File: config.mk
export PLATFORM = sky130hd
export DESIGN_NAME = led_pattern_gen_flat
export DESIGN_NICKNAME = d
export VERILOG_FILES = /design/src/rtl/led_pattern_gen_if.sv /design/src/rtl/led_pattern_gen.sv /design/src/flat_wrapper.sv
export SDC_FILE = /design/constraint.sdc
export NUM_CORES = 1
export LEC_CHECK = 0
export BUFFER_PORTS_ARGS = -buffer_cell sky130_fd_sc_hd__buf_2
export CORE_MARGIN = 10
export CORE_UTILIZATION = 53
export DETAILED_ROUTE_END_ITERATION = 8
export PLACE_DENSITY = 0.72
export SETUP_SLACK_MARGIN = 0.15
export SLEW_MARGIN = 20
export SYNTH_ARGS = -nofsm -noshare
export SYNTH_HDL_FRONTEND = slang
export SYNTH_SLANG_ARGS = --single-unit
export TNS_END_PERCENT = 50
File: constraint.sdc
create_clock -name clk_50Mhz -period 2.68 [get_ports clk_50Mhz]
set_input_delay 0.402 -clock clk_50Mhz [delete_from_list [all_inputs] [get_ports clk_50Mhz]]
set_output_delay 0.402 -clock clk_50Mhz [all_outputs]
set_load 0.01 [all_outputs]
File: src/rtl/led_pattern_gen_if.sv
// Control/status bundle for led_pattern_gen: run/mode in, LED bank and strobes out.
// The bright input exists only when LED_PWM_DIM_EN is defined.
interface led_pattern_gen_if #(
  parameter int LED_W = 4,
  parameter int PWM_W = 4
);
  logic             run;
  logic [1:0]       mode;
  logic [LED_W-1:0] LED;
  logic             tick;
  logic             wrap;

`ifdef LED_PWM_DIM_EN
  logic [PWM_W-1:0] bright;

  modport master (
    output run,
    output mode,
    output bright,
    input  LED,
    input  tick,
    input  wrap
  );

  modport slave (
    input  run,
    input  mode,
    input  bright,
    output LED,
    output tick,
    output wrap
  );
`else
  modport master (
    output run,
    output mode,
    input  LED,
    input  tick,
    input  wrap
  );

  modport slave (
    input  run,
    input  mode,
    output LED,
    output tick,
    output wrap
  );
`endif
endinterface

File: src/rtl/led_pattern_gen.sv
// Prescaled LED pattern sequencer: up, down, rotate and ping-pong patterns with tick/wrap strobes.
// Optional brightness PWM gating on the LED outputs is enabled by defining LED_PWM_DIM_EN.
module led_pattern_gen #(
  parameter int LED_W = 4,
  parameter int DIV   = 2,
  parameter int PWM_W = 4
) (
  input  logic             clk_50Mhz,
  input  logic             res,
  led_pattern_gen_if.slave bus
);

  localparam int              PRE_W    = (DIV > 1) ? $clog2(DIV) : 1;
  localparam logic [PRE_W-1:0] PRE_LAST = PRE_W'(DIV - 1);

  localparam logic [1:0] MODE_UP   = 2'd0;
  localparam logic [1:0] MODE_DOWN = 2'd1;
  localparam logic [1:0] MODE_ROT  = 2'd2;
  localparam logic [1:0] MODE_PING = 2'd3;

  localparam logic DIR_LEFT  = 1'b0;
  localparam logic DIR_RIGHT = 1'b1;

  localparam logic [LED_W-1:0] PAT_ZERO = '0;
  localparam logic [LED_W-1:0] PAT_ONES = '1;
  localparam logic [LED_W-1:0] PAT_BIT0 = LED_W'(1);

  logic [PRE_W-1:0] pre_cnt_reg, pre_cnt_next;
  logic [LED_W-1:0] pattern_reg, pattern_next;
  logic             dir_reg, dir_next;
  logic [1:0]       mode_q_reg, mode_q_next;
  logic             loaded_reg, loaded_next;
  logic             tick_reg, tick_next;
  logic             wrap_reg, wrap_next;
  logic             step;

  function automatic logic [LED_W-1:0] seed_of(input logic [1:0] m);
    case (m)
      MODE_UP:   return PAT_ZERO;
      MODE_DOWN: return PAT_ONES;
      default:   return PAT_BIT0;
    endcase
  endfunction

  assign step = bus.run && (pre_cnt_reg == PRE_LAST);

  always_comb begin
    pre_cnt_next = pre_cnt_reg;
    pattern_next = pattern_reg;
    dir_next     = dir_reg;
    mode_q_next  = mode_q_reg;
    loaded_next  = loaded_reg;
    tick_next    = step;
    wrap_next    = 1'b0;

    if (bus.run) begin
      pre_cnt_next = step ? '0 : pre_cnt_reg + 1'b1;
    end

    if (step) begin
      // A mode change (or the first step after reset) restarts from the seed.
      if (!loaded_reg || (bus.mode != mode_q_reg)) begin
        pattern_next = seed_of(bus.mode);
        mode_q_next  = bus.mode;
        loaded_next  = 1'b1;
        dir_next     = DIR_LEFT;
      end else begin
        case (mode_q_reg)
          MODE_UP: begin
            pattern_next = pattern_reg + 1'b1;
            wrap_next    = (pattern_reg == PAT_ONES);
          end
          MODE_DOWN: begin
            pattern_next = pattern_reg - 1'b1;
            wrap_next    = (pattern_reg == PAT_ZERO);
          end
          MODE_ROT: begin
            pattern_next = (pattern_reg << 1) | (pattern_reg >> (LED_W - 1));
            wrap_next    = pattern_reg[LED_W-1];
          end
          default: begin
            if (LED_W == 1) begin
              pattern_next = PAT_BIT0;
              wrap_next    = 1'b1;
            end else if (dir_reg == DIR_LEFT) begin
              pattern_next = pattern_reg << 1;
              // Turn around as soon as the MSB is shown so each end lasts one step.
              if (pattern_next[LED_W-1]) begin
                dir_next = DIR_RIGHT;
              end
            end else begin
              pattern_next = pattern_reg >> 1;
              if (pattern_next[0]) begin
                dir_next  = DIR_LEFT;
                wrap_next = 1'b1;
              end
            end
          end
        endcase
      end
    end
  end

  always_ff @(posedge clk_50Mhz) begin
    if (res) begin
      pre_cnt_reg <= '0;
      pattern_reg <= '0;
      dir_reg     <= DIR_LEFT;
      mode_q_reg  <= MODE_UP;
      loaded_reg  <= 1'b0;
      tick_reg    <= 1'b0;
      wrap_reg    <= 1'b0;
    end else begin
      pre_cnt_reg <= pre_cnt_next;
      pattern_reg <= pattern_next;
      dir_reg     <= dir_next;
      mode_q_reg  <= mode_q_next;
      loaded_reg  <= loaded_next;
      tick_reg    <= tick_next;
      wrap_reg    <= wrap_next;
    end
  end

`ifdef LED_PWM_DIM_EN
  logic [PWM_W-1:0] pwm_cnt_reg;
  logic [LED_W-1:0] led_reg;
  logic [LED_W-1:0] led_gated;
  logic             pwm_on;

  // Full-scale brightness is forced on; otherwise lit for bright of every 2^PWM_W clocks.
  assign pwm_on = (bus.bright == '1) || (pwm_cnt_reg < bus.bright);

  generate
    for (genvar gi = 0; gi < LED_W; gi++) begin : g_gate
      assign led_gated[gi] = pattern_reg[gi] & pwm_on;
    end
  endgenerate

  always_ff @(posedge clk_50Mhz) begin
    if (res) begin
      pwm_cnt_reg <= '0;
      led_reg     <= '0;
    end else begin
      pwm_cnt_reg <= pwm_cnt_reg + 1'b1;
      led_reg     <= led_gated;
    end
  end

  assign bus.LED = led_reg;
`else
  assign bus.LED = pattern_reg;
`endif

  assign bus.tick = tick_reg;
  assign bus.wrap = wrap_reg;

endmodule

File: src/flat_wrapper.sv
// flat-port wrapper written by rule: the top's interface ports become plain ports
module led_pattern_gen_flat 
#(
  parameter int LED_W = 4,
  parameter int DIV   = 2,
  parameter int PWM_W = 4
)
  (clk_50Mhz, res, bus_run, bus_mode, bus_LED, bus_tick, bus_wrap);
  led_pattern_gen_if #(.LED_W(LED_W), .PWM_W(PWM_W)) bus_i ();
  input  logic clk_50Mhz;
  input  logic res;
  input wire logic [$bits(bus_i.run)-1:0] bus_run;
  input wire logic [$bits(bus_i.mode)-1:0] bus_mode;
  output wire logic [$bits(bus_i.LED)-1:0] bus_LED;
  output wire logic [$bits(bus_i.tick)-1:0] bus_tick;
  output wire logic [$bits(bus_i.wrap)-1:0] bus_wrap;
  assign bus_i.run = bus_run;
  assign bus_i.mode = bus_mode;
  assign bus_LED = bus_i.LED;
  assign bus_tick = bus_i.tick;
  assign bus_wrap = bus_i.wrap;
  led_pattern_gen #(.LED_W(LED_W), .DIV(DIV), .PWM_W(PWM_W)) u_core (.clk_50Mhz(clk_50Mhz), .res(res), .bus(bus_i));
endmodule
==> results of run 1 <==
[logic make-up after synthesis]
family | after synthesis
AO/OA/AOI/OAI | 19
AND/OR/NAND/NOR | 37
XOR/XNOR | 4
flip-flops | 11
buffers and inverters | 8
adder cells (fa/ha/maj) | 1
multiplexers | 3
[critical path, cell delays in order, from the launching register on]
cell,delay [ns]
dfxtp_1,0.50
xnor2_1,0.12
ha_1,0.21
nor2b_1,0.15
o21a_2,0.19
o311a_1,0.29
a2111oi_2,0.26
[placed cells by master (no fill, tap or decap), types with 2 or more instances in the layout]
cell	n
nor2_1	10
a211o_1	2
a41oi_1	2
mux2i_1	3
buf_4	2
nor3_1	3
nand3_1	2
a31oi_1	3
clkbuf_4	3
nand2_1	7
buf_2	10
xnor2_1	3
nor2b_1	3
nand2b_1	2
a21oi_1	3
dfxtp_1	11
[power by group through the flow]
stage	sequential [mW]	clock, mW	combinational [mW]
after floorplan	0.185	0	0.0581
after global placement	0.187	0	0.0716
after detailed placement	0.187	0	0.0727
after CTS	0.184	0.119	0.0732
after global routing	0.186	0.127	0.0811
final	0.184	0.116	0.0730
[layout make-up]
type                            count  area, µm²
Fill cell                         123      503.0
Multi-Input combinational cell     64      447.9
Clock buffer                        4      26.28
Inverter                            1      3.754
Timing Repair Buffer               12      65.06
Tap cell                           15      18.77
Sequential cell                    11      220.2
[worst min-delay path by stage]
stage                                      end  slack (ns)
after CTS                   u_core.pre_cnt_reg        0.41
after detailed placement    u_core.pre_cnt_reg        0.53
after global routing      u_core.mode_q_reg[1]        0.43
final                       u_core.pre_cnt_reg        0.40
after floorplan             u_core.pre_cnt_reg        0.50
after global placement      u_core.pre_cnt_reg        0.51
[cells in the mapped netlist, types with 2 or more instances]
| cell type | n |
|---|---|
| mux2i_1 | 3 |
| clkbuf_1 | 2 |
| a31oi_1 | 3 |
| a41oi_1 | 2 |
| nand2_1 | 7 |
| nor2_1 | 10 |
| xnor2_1 | 3 |
| nor3_1 | 3 |
| dfxtp_1 | 11 |
| buf_2 | 3 |
| nor2b_1 | 3 |
| nand2b_1 | 2 |
| buf_6 | 2 |
| a211o_1 | 2 |
| nand3_1 | 2 |
| a21oi_1 | 3 |
[through the flow]
| step | hold slack [ns] | utilization | setup slack, ns |
|---|---|---|---|
| floorplan | 0.4957 | - | 0.8314 |
| global placement | 0.5144 | 0.5881 | 0.9209 |
| detailed placement | 0.5345 | 0.5881 | 0.8690 |
| CTS | 0.4054 | 0.6086 | 0.8516 |
| global route | 0.4269 | 0.6086 | 0.6637 |
| finish | 0.4023 | 0.6086 | 0.8527 |
[per-layer routing]
layer  vias up  wire length [µm]  track usage
li1        319                 -            -
met1       297               723       0.1266
met2        17               744       0.1489
met3         4                77      0.02472
met4         0                19      0.05034
met5         -                 0            0
==> reports/qor.yml, run 1 <==
status:
  run_status: "complete, no violations"
die:
  die-area_mm2: 0.003224
  coreArea_mm2: 0.001285
  die_h_um: 56.78
  die_w_um: 56.78
  initial_utilization: 0.5579
  rows: 13
  boundaryPins: 11
yosys:
  synth_compound_area_frac: 0.2042
  synth_fa_ha_area_frac: 0.01745
  synthFlopType: "dfxtp_1"
  synth_area_leaders: "dfxtp_1 31%, nor2_1 5.2%, mux2i_1 4.2%, xnor2_4 3.8%, nand2_1 3.7%"
  synth-edff-count: 0
  synth-seq-cells: 11
  yosys_warnings: 0
  synth.distinct_cells: 38
  yosysTopAreaCellShare: 0.3072
  synthSimpleGateAreaFrac: 0.2862
  avgSynthCellArea_um2: 8.638
  synthCells: 83
  netlist.top_cell.by_area: "dfxtp_1"
  synthMuxAreaShare: 0.04188
  synth_top_family_by_area: "simple AND/OR/NAND/NOR gates"
  synth_area_um2: 716.9
  synth_async_sr_flop_share: 0
  syn_nets: 89
  synthXorXnorAreaFrac: 0.07504
  seq_area_frac_synth: 0.3072
detailed_routing:
  vias: 637
  drc: 0
  vias_per_cell: 5.953
  wl_per_cell_um: 14.63
  routed_wl_um: 1565
  ant_nets: 0
  dr.pass1.iters: 4
  first_iter_violations: 22
clock_tree:
  cts.sinks: 11
  cts_max_path_buffers: 2
  postCtsSetupBuffers: 0
  cts_hold_buf: 0
  postCtsResizedCells: 0
  clk_latency_ns: 0.27
  path_clk_slew_ns: 0.07
  cts_htree_levels: 1
  root_buffer: "clkbuf_4"
  cts_tree: "built"
  cts-buffers-inserted: 3
pwr:
  clkPwrFrac: 0.311
  p_comb_frac: 0.196
  seq_power_share: 0.493
  p_sw_frac: 0.2958
  power.internal_mw: 0.2625
  netSwitchingPower_mw: 0.1103
  p_per_area_mw_per_mm2: 476.7
  vdd_drop_max_mv: 0.2713
  leakagePower_nw: 0.3066
  total_power_mw: 0.3728
sta:
  fin_skew_ns: 0.001885
  fin_setup_tns_ns: 0
  worst-slew-pin-transition_ns: 0.6337
  rsz0062_at_grt: "no"
  maxSlewHeadroom: 0.5756
  finalHoldViolations: 0
  max_freq_mhz: 547.3
  period_share: 0.6818
  setup_viol_count_final: 0
  period_minus_slack_ns: 1.827
  drv_slew: 0
setup_path:
  cp-start-kind: "register"
  cp_data_required_time_ns: 2.85
  criticalPathCategory: "register to register"
  crit_fanout: 9
  rr_endpoint: "u_core.bus.LED[2]"
  cp-end-kind: "register"
  reg2reg_from: "u_core.bus.LED[1]"
  worstPathArrival_ns: 2.00
  worstSetupStartpoint: "u_core.bus.LED[1]"
  regToRegSetupSlack_ns: 0.85
  cp-endpoint: "u_core.bus.LED[2]"
  reg2reg_depth: 6
cells_and_area:
  largest_register_ffs: 4
  layout.nets: 99
  drive_gt1_frac: 0.2391
  antenna_cells: 0
  final_cells: 107
  area_delta_synth_final_pct: 9.075
  fin_area_um2: 782.0
grt:
  grt_first_pass_wirelength_um: 2677
  grt_overflow: 0
  antenna_found_initial: 0
  track_usage: 0.09942
  grt_pass1_vias: 570
  grt_max_degree: 17
hold_path:
  hp-class: "input pin to register"
  hold_start: "bus_run"
  min_path_cells: 3
placed_design:
  gp_congestion: 0.7886
  dp_hpwl_um: 1096
  dp.cells: 103
  dpl_cell_area_um2: 755.7
  io_buffers: 10
job:
  max_cap_viol_count: 0
No activity file was read; power rests on OpenSTA's default activity.
==> run 2, diff against run 1 <==
- CORE_UTILIZATION: 53 -> 48
- PLACE_DENSITY: 0.72 -> 0.69
- clock period: 2.68 -> 1.5 ns (I/O delays scaled with it)
==> run 2 against run 1 <==
Effect of this change: the run now ends with negative setup slack left; register-to-register slack got worse by 1.1 ns; core utilization rose by 15 points; design area rose by 32%; total power rose by 100%; cell count rose by 13%; critical path type unchanged; combinational power rose to 3.0 times the previous value; critical path depth rose by 1; sequential cell count did not move; worst hold slack got worse by 0.18 ns; clock power rose by 79%.
==> reports/qor.yml, run 2 (synthesized netlist as in run 1, its figures left out) <==
grt:
  track_usage: 0.1277
  grt_first_pass_wirelength_um: 3408
  grt_overflow: 0
  grt_pass1_vias: 703
  antenna_found_initial: 0
  grt_max_degree: 12
setup_path:
  critPathMaxStageDelay_ns: 0.36
  critPathBufInv: 0
  crit_fanout: 2
  cp_data_required_time_ns: 1.67
  worstPathArrival_ns: 1.92
  cp-start-kind: "register"
  crit_chain: "nand2b_4 > xnor2_2 > ha_4 > nor2b_1 > o21a_2 > o311a_1 > a2111oi_2"
  cp_top_family: "compound AO/OA/AOI/OAI gates"
  criticalPathCategory: "register to register"
  cp-end-kind: "register"
  slowest_stage: "o311a_1"
sta:
  whs_ns: 0.2226
  fin_skew_ns: 0.002732
  worst-slew-pin-transition_ns: 0.3247
  setup_ws_ns: -0.2506
  drv_slew: 0
  period_share: 1.167
  setup_viol_count_final: 1
  max_freq_mhz: 571.2
  maxSlewHeadroom: 0.7835
  period_minus_slack_ns: 1.751
  finalHoldViolations: 0
  rsz0062_at_grt: "yes"
cells_and_area:
  final_cell_mix: "10 x nor2_1, 10 x buf_2, 10 x buf_4, 7 x dfxtp_1, 6 x nand2_1"
  layout.nets: 113
  fin_area_mm2: 0.001030
  n_fill_cell: 88
  antenna_cells: 0
  drive_gt1_frac: 0.4906
  final_cells: 121
  largest_register_ffs: 4
  area_delta_synth_final_pct: 43.63
die:
  initial_utilization: 0.5310
  rows: 13
  die_h_um: 58.65
  die-area_mm2: 0.003439
  boundaryPins: 11
  die_w_um: 58.65
  coreArea_mm2: 0.001350
clock_tree:
  root_buffer: "clkbuf_4"
  cts_max_path_buffers: 2
  path_clk_slew_ns: 0.07
  cts_tree: "built"
  cts.sinks: 11
  cts_htree_levels: 1
  cts-buffers-inserted: 3
  clk_latency_ns: 0.27
  cts_hold_buf: 0
job:
  max_cap_viol_count: 0
detailed_routing:
  vias_per_cell: 6.008
  vias: 727
  routed_wl_um: 2081
  first_iter_violations: 23
  ant_nets: 0
  dr.pass1.iters: 5
  drc: 0
  wl_per_cell_um: 17.20
hold_path:
  hp-class: "input pin to register"
placed_design:
  dp_slack_ns: -0.2611
  dp.cells: 110
  dpl_cell_area_um2: 818.3
  io_buffers: 10
  gp_congestion: 0.8322
  dp_hpwl_um: 1296
pwr:
  p_per_area_mw_per_mm2: 732.1
  vdd_drop_max_mv: 0.6311
  total_power_mw: 0.7539
  leakagePower_nw: 0.4134
status:
  run_status: "finished with violations"
  violations: "negative setup slack"
==> run 2: final cells by class <==
class	count	area, µm²	share of cell area
multi-input cells	64	545.5	0.5298
inverters	1	3.754	0.003645
well taps	15	18.77	0.01823
flip-flops and latches	11	230.2	0.2236
clock buffers	4	26.28	0.02552
repair buffers	26	205.2	0.1993
==> run 2: tightest hold or removal path, cell delays in order <==
cell     delay, ns
buf_2         0.10
xnor2_1       0.06
nor2_1        0.07
==> run 2: per-stage QoR <==
stage | util | setup TNS, ns
6_report | 0.7627 | -0.2506
4_1_cts | 0.7368 | -0.2628
3_5_place_dp | 0.6061 | -0.2611
3_3_place_gp | 0.6061 | -0.1675
5_1_grt | 0.7627 | -0.3904
2_1_floorplan | - | -0.2995
==> run 2: worst paths after layout <==
check | startpoint | to | slack [ns] | depth (start not counted)
min | bus_run | u_core.pre_cnt_reg | 0.22 | 3
max reg2reg | u_core.mode_q_reg[1] | u_core.bus.LED[2] | -0.25 | 7
min reg2reg | u_core.bus.LED[0] | u_core.bus.LED[0] | 0.51 | 2
max | u_core.mode_q_reg[1] | u_core.bus.LED[2] | -0.25 | 7
==> run 2: report_power, final <==
part           internal, mW  switching, mW  leakage (nW)
combinational         0.112          0.106         0.306
sequential            0.307         0.0214        0.0921
clock                 0.103          0.105        0.0150
total                 0.522          0.232         0.413
==> run 2: per-layer routing <==
metal / global-route usage / vias up / share of wire
met5: 0 / - / 0
met1: 0.1309 / 346 / 0.42
met2: 0.2170 / 27 / 0.49
met3: 0.05150 / 8 / 0.059
li1: - / 346 / -
met4: 0.06885 / 0 / 0.032
==> run 2: repair_timing <==
action | 4_1_cts | 5_1_grt
setup buffers | 6 | 1
endpoints found under the setup margin | 5 | 6
gates resized for setup | 22 | 7
pin swaps | 8 | 4
